--- config.mk ---
export PLATFORM = sky130hd
export DESIGN_NAME = mem_arbiter
export DESIGN_NICKNAME = d
export VERILOG_FILES = /design/src/rtl/mem_arbiter.sv
export SDC_FILE = /design/constraint.sdc
export NUM_CORES = 1
export LEC_CHECK = 0
export CAP_MARGIN = 20
export CELL_PAD_IN_SITES_DETAIL_PLACEMENT = 0
export CELL_PAD_IN_SITES_GLOBAL_PLACEMENT = 1
export CORE_AREA = 2 2 92 94
export DETAILED_ROUTE_END_ITERATION = 10
export DIE_AREA = 0 0 94 96
export PLACE_DENSITY_LB_ADDON = 0.3
export REMOVE_ABC_BUFFERS = 1
export SLEW_MARGIN = 10
export SYNTH_ARGS = -nofsm -noshare
export SYNTH_HDL_FRONTEND = slang
export SYNTH_SLANG_ARGS = --single-unit
--- constraint.sdc ---
create_clock -name clk -period 2.3 [get_ports clk]
set_input_delay 0.46 -clock clk [delete_from_list [all_inputs] [get_ports clk]]
set_output_delay 0.46 -clock clk [all_outputs]
set_load 0.02 [all_outputs]
--- src/rtl/mem_arbiter.sv ---
// rtl/mem_arbiter.sv - shares one memory port between I-cache fills and D-cache fill/writeback bursts
// Optional MEM_ARB_FAIR_EN: grant I instead of D once STARVE_LIM back-to-back D grants have starved it.
module mem_arbiter #(
  parameter int ADDR_W     = 16,
  parameter int DATA_W     = 16,
  parameter int LINE_WORDS = 4,
  parameter int STARVE_LIM = 2,
  localparam int IDX_W     = $clog2(LINE_WORDS)
) (
  input  logic              clk,
  input  logic              rst,
  input  logic              i_req,
  input  logic [ADDR_W-1:0] i_addr,
  output logic              i_rdy,
  output logic              i_done,
  input  logic              d_req,
  input  logic              d_we,
  input  logic [ADDR_W-1:0] d_addr,
  input  logic [DATA_W-1:0] d_wdata,
  output logic              d_rdy,
  output logic              d_done,
  output logic              d_grant,
  output logic [IDX_W-1:0]  word_idx,
  output logic [DATA_W-1:0] fill_data,
  output logic              i_fill_valid,
  output logic              d_fill_valid,
  output logic              mem_req,
  output logic              mem_we,
  output logic [ADDR_W-1:0] mem_addr,
  output logic [DATA_W-1:0] mem_wdata,
  input  logic [DATA_W-1:0] mem_rdata,
  input  logic              mem_ack
);

  localparam int SW = $clog2(STARVE_LIM + 1);
  localparam logic [ADDR_W-1:0] LINE_MASK  = ADDR_W'(LINE_WORDS - 1);
  localparam logic [IDX_W-1:0]  LAST_IDX   = IDX_W'(LINE_WORDS - 1);
  localparam logic [SW-1:0]     STARVE_MAX = SW'(STARVE_LIM);

  typedef enum logic [1:0] {IDLE, I_BURST, D_BURST, DONE} state_t;

  state_t            state_q, state_d;
  logic              gap_q, gap_d;
  logic              owner_d_q, owner_d_d;
  logic              we_q, we_d;
  logic [ADDR_W-1:0] base_q, base_d;
  logic [IDX_W-1:0]  idx_q, idx_d;
  logic [DATA_W-1:0] fill_data_q, fill_data_d;
  logic              ifv_q, ifv_d;
  logic              dfv_q, dfv_d;
  logic [SW-1:0]     starve_q, starve_d;
  logic              fair_grant;
  logic              in_burst;

`ifdef MEM_ARB_FAIR_EN
  assign fair_grant = i_req && d_req && (starve_q == STARVE_MAX);
`else
  assign fair_grant = 1'b0;
`endif

  always_comb begin
    state_d     = state_q;
    gap_d       = gap_q;
    owner_d_d   = owner_d_q;
    we_d        = we_q;
    base_d      = base_q;
    idx_d       = idx_q;
    fill_data_d = fill_data_q;
    ifv_d       = 1'b0;
    dfv_d       = 1'b0;
    starve_d    = starve_q;
    case (state_q)
      IDLE: begin
        idx_d = '0;
        gap_d = 1'b0;
        if (d_req && !fair_grant) begin
          state_d   = D_BURST;
          base_d    = d_addr & ~LINE_MASK;
          we_d      = d_we;
          owner_d_d = 1'b1;
          if (!i_req) starve_d = '0;
          else if (starve_q != STARVE_MAX) starve_d = starve_q + 1'b1;
        end else if (i_req) begin
          state_d   = I_BURST;
          base_d    = i_addr & ~LINE_MASK;
          we_d      = 1'b0;
          owner_d_d = 1'b0;
          starve_d  = '0;
        end else begin
          starve_d = '0;
        end
      end
      I_BURST, D_BURST: begin
        // word_idx advances only after the gap so fill_valid reports the acked index
        if (gap_q) begin
          gap_d = 1'b0;
          idx_d = idx_q + 1'b1;
        end else if (mem_ack) begin
          fill_data_d = mem_rdata;
          ifv_d       = !owner_d_q && !we_q;
          dfv_d       = owner_d_q && !we_q;
          if (idx_q == LAST_IDX) state_d = DONE;
          else gap_d = 1'b1;
        end
      end
      DONE: begin
        state_d = IDLE;
        idx_d   = '0;
      end
      default: state_d = IDLE;
    endcase
  end

  always_ff @(posedge clk) begin
    if (rst) begin
      state_q     <= IDLE;
      gap_q       <= 1'b0;
      owner_d_q   <= 1'b0;
      we_q        <= 1'b0;
      base_q      <= '0;
      idx_q       <= '0;
      fill_data_q <= '0;
      ifv_q       <= 1'b0;
      dfv_q       <= 1'b0;
      starve_q    <= '0;
    end else begin
      state_q     <= state_d;
      gap_q       <= gap_d;
      owner_d_q   <= owner_d_d;
      we_q        <= we_d;
      base_q      <= base_d;
      idx_q       <= idx_d;
      fill_data_q <= fill_data_d;
      ifv_q       <= ifv_d;
      dfv_q       <= dfv_d;
      starve_q    <= starve_d;
    end
  end

  assign in_burst     = (state_q == I_BURST) || (state_q == D_BURST);
  assign mem_req      = in_burst && !gap_q;
  assign mem_we       = mem_req && we_q;
  assign mem_addr     = mem_req ? (base_q + ADDR_W'(idx_q)) : '0;
  assign mem_wdata    = (mem_req && we_q) ? d_wdata : '0;
  assign d_grant      = (state_q == D_BURST);
  assign i_done       = (state_q == DONE) && !owner_d_q;
  assign d_done       = (state_q == DONE) && owner_d_q;
  assign i_rdy        = !i_req || i_done;
  assign d_rdy        = !d_req || d_done;
  assign word_idx     = idx_q;
  assign fill_data    = fill_data_q;
  assign i_fill_valid = ifv_q;
  assign d_fill_valid = dfv_q;

endmodule

==> results <==
final cells by class:
class                   instances  area (um2)  share of cell area, %
repair buffers                135        1177                  36.29
well taps                     105       131.4                  4.049
clock buffers                   6       72.57                  2.237
flip-flops and latches         39       780.7                  24.06
multi-input cells             165        1062                  32.74
clock inverters                 2       12.51                 0.3857
inverters                       2       7.507                 0.2314
Yosys cell counts (2+ instances only):
library cell  instances
dfxtp_1              39
nand2_1              36
a21oi_1              20
nor2_1               20
and2_1               18
and3_1               16
mux2i_1              16
a211oi_2             10
clkbuf_1              6
nand2b_1              6
buf_2                 5
a211oi_1              4
ha_1                  4
buf_4                 3
buf_6                 3
inv_1                 2
worst max-delay path, cell delays in order (launching register included):
cell and delay, ns:
dfxtp_1 0.33, inv_1 0.07, ha_1 0.30, and2b_2 0.23
buf_12 0.16, and3_1 0.19, buf_2 0.16
sequential cells by signal, indices dropped and copies added (netlist names):
register / count
word_idx: 2
d_fill_valid: 1
we_q: 1
state_q: 2
owner_d_q: 1
fill_data: 16
i_fill_valid: 1
base_q: 14
gap_q: 1
per-layer routing:
metal,up-vias,track usage (%),part of all wire (%)
li1,1010,-,-
met5,-,0,0
met1,866,14.77,45
met2,70,19.70,44
met3,2,5.795,10
met4,0,3.986,0.50
repair_timing:
action | 4_1_cts | 5_1_grt
hold buffers | 0 | 0
resized for setup | 78 | 37
pin swaps | 0 | 0
endpoints found under the setup margin | 36 | 34
where the power goes:
part           leakage (uW)  switching (uW)  internal [uW]  total (uW)
logic               0.00106             970            789        1760
clock network     0.0000412             233            212         445
registers          0.000320            83.9            846         930
total               0.00143            1290           1850        3130
metrics by stage:
step	total power, uW	cells	hold slack, ns	util (%)
2_1_floorplan	1926	206	0.4468	-
3_3_place_gp	2815	446	0.4417	41.29
3_5_place_dp	2842	446	0.4459	41.29
4_1_cts	3249	454	0.4574	42.44
5_1_grt	3393	454	0.4808	40.30
6_report	3134	454	0.4544	40.30
worst paths after layout:
check,startpoint,endpoint,slack (ns)
setup / recovery,state_q[0],mem_wdata[6],0.12
hold / removal,fill_data[14],fill_data[14],0.45
setup reg to reg,state_q[0],gap_q,0.68
hold reg to reg,fill_data[14],fill_data[14],0.45
cells by family after synthesis:
group / after synthesis / share of synthesized area (%)
simple gates: 106 / 27.88
mux: 16 / 8.184
buf+inv: 20 / 5.882
compound gates: 38 / 15.15
flops: 39 / 39.90
fa+ha+maj: 4 / 2.558
xor+xnor: 1 / 0.4477
cell usage in the layout (no fill, tap or decap), types with 2 or more instances in the layout:
cell / count
buf_12: 2
a21oi_1: 20
mux2i_1: 16
buf_2: 12
nand2_1: 36
clkbuf_2: 22
nand2b_1: 6
a211oi_2: 10
and2_1: 18
clkdlybuf4s50_1: 86
buf_4: 9
and3_1: 16
dfxtp_1: 39
ha_1: 4
dlygate4sd2_1: 3
a211oi_1: 4
clkbuf_8: 5
nor2_1: 20
inv_1: 2
==> run_results.csv <==
group,metric,value,unit
sta,max_slew.worst_pin.slew,0.5440,ns
sta,report.final.hold_viol_count,0,
drt,ant_nets,0,
sta,skew,0.003368,ns
clocking,clock_sinks,39,
clocking,h-tree-depth,2,
floorplan,die_y,96,um
logic_synthesis,netlist_area,1957,um2
sta,setup_viol,0,
logic_synthesis,async_flop_share,0,%
sta,grt_setup_unrepaired,"no",
power_and_ir_drop,p_leak,0.001426,uW
sta,slew_viol_final,0,
sta,max_freq,0.4596,GHz
sta,setup_slack,0.1244,ns
global_routing,grtUsageTotal,12.35,%
clocking,clock_latency,0.28,ns
drt,first_iter_violations,54,
clocking,clock_tree.buffer_depth,2,
final_layout,syn_to_final_growth,65.79,%
global_routing,grt_pass1_vias,1842,
final_layout,nets,422,
power_and_ir_drop,irDropWorstVdd,0.4223,mV
worst_setup_path,critPathLaunchType,"flop",
clocking,postCtsSetupBuffers,0,
floorplan,ios,129,
logic_synthesis,synth.distinct_cells,32,
sta,max_slew_margin,63.68,%
job,maxCapViolCount,0,
logic_synthesis,synth_top_area_share,39.90,%
floorplan,rows,33,
hold_path,hold_path.class,"reg -> reg",
floorplan,core-area,8051,um2
sta,tns,0,ns
logic_synthesis,synthFlopType,"dfxtp_1",
final_layout,nFillCells,851,
clocking,cts_tree,"yes",
worst_setup_path,worst_ep_required_time,1.84,ns
worst_setup_path,critPathArrivalTime,1.72,ns
sta,post-route-period-util,94.59,%
final_layout,drive_above_1_share,18.91,%
clocking,path_clk_slew,0.07,ns
placement,dp_hpwl,4273,um
logic_synthesis,synth_edf_count,0,
logic_synthesis,seq_area_frac_synth,39.90,%
placement,place_ws,0.01245,ns
placement,routabilityCongestion,0.7427,
worst_setup_path,worst-r2r-cell-count,6,
logic_synthesis,synth_seq_cells,39,
global_routing,grt_first_pass_wirelength,8694,um
clocking,cts-root-buf,"clkbuf_8",
sta,fin_crit,2.176,ns
worst_setup_path,crit_path_end_kind,"output port",
logic_synthesis,yosysTopAreaCell,"dfxtp_1",
logic_synthesis,synth_area_leaders,"dfxtp_1 (40%), mux2i_1 (8.2%), nand2_1 (6.9%)",
drt,wl_per_cell,12.83,um
drt,drc,0,
drt,dr.pass1.iters,4,
drt,vias,1948,
logic_synthesis,yosys_warnings,0,
logic_synthesis,syn_area_per_cell,8.736,um2
global_routing,antenna_found_initial,0,
drt,vias_per_cell,4.291,
floorplan,dieArea,9024,um2
final_layout,diodes,0,
worst_setup_path,path_class,"reg -> out",
clocking,cts_buffers,5,
placement,port_buffers,124,
drt,routed_wl,5826,um
placement,place_area,3324,um2
logic_synthesis,synthCells,224,
hold_path,holdPathStages,2,
run_status,status,"finished, final reports clean",
floorplan,die_x,94,um
power_and_ir_drop,power.density,966.1,nW/um2
global_routing,grt_max_degree,33,
floorplan,initial_core_util,24.30,%
worst_setup_path,cp_max_fo,32,
final_layout,stdcell_area,3244,um2
global_routing,grt_overflow,0,
Power figures use the tool's default switching activity.
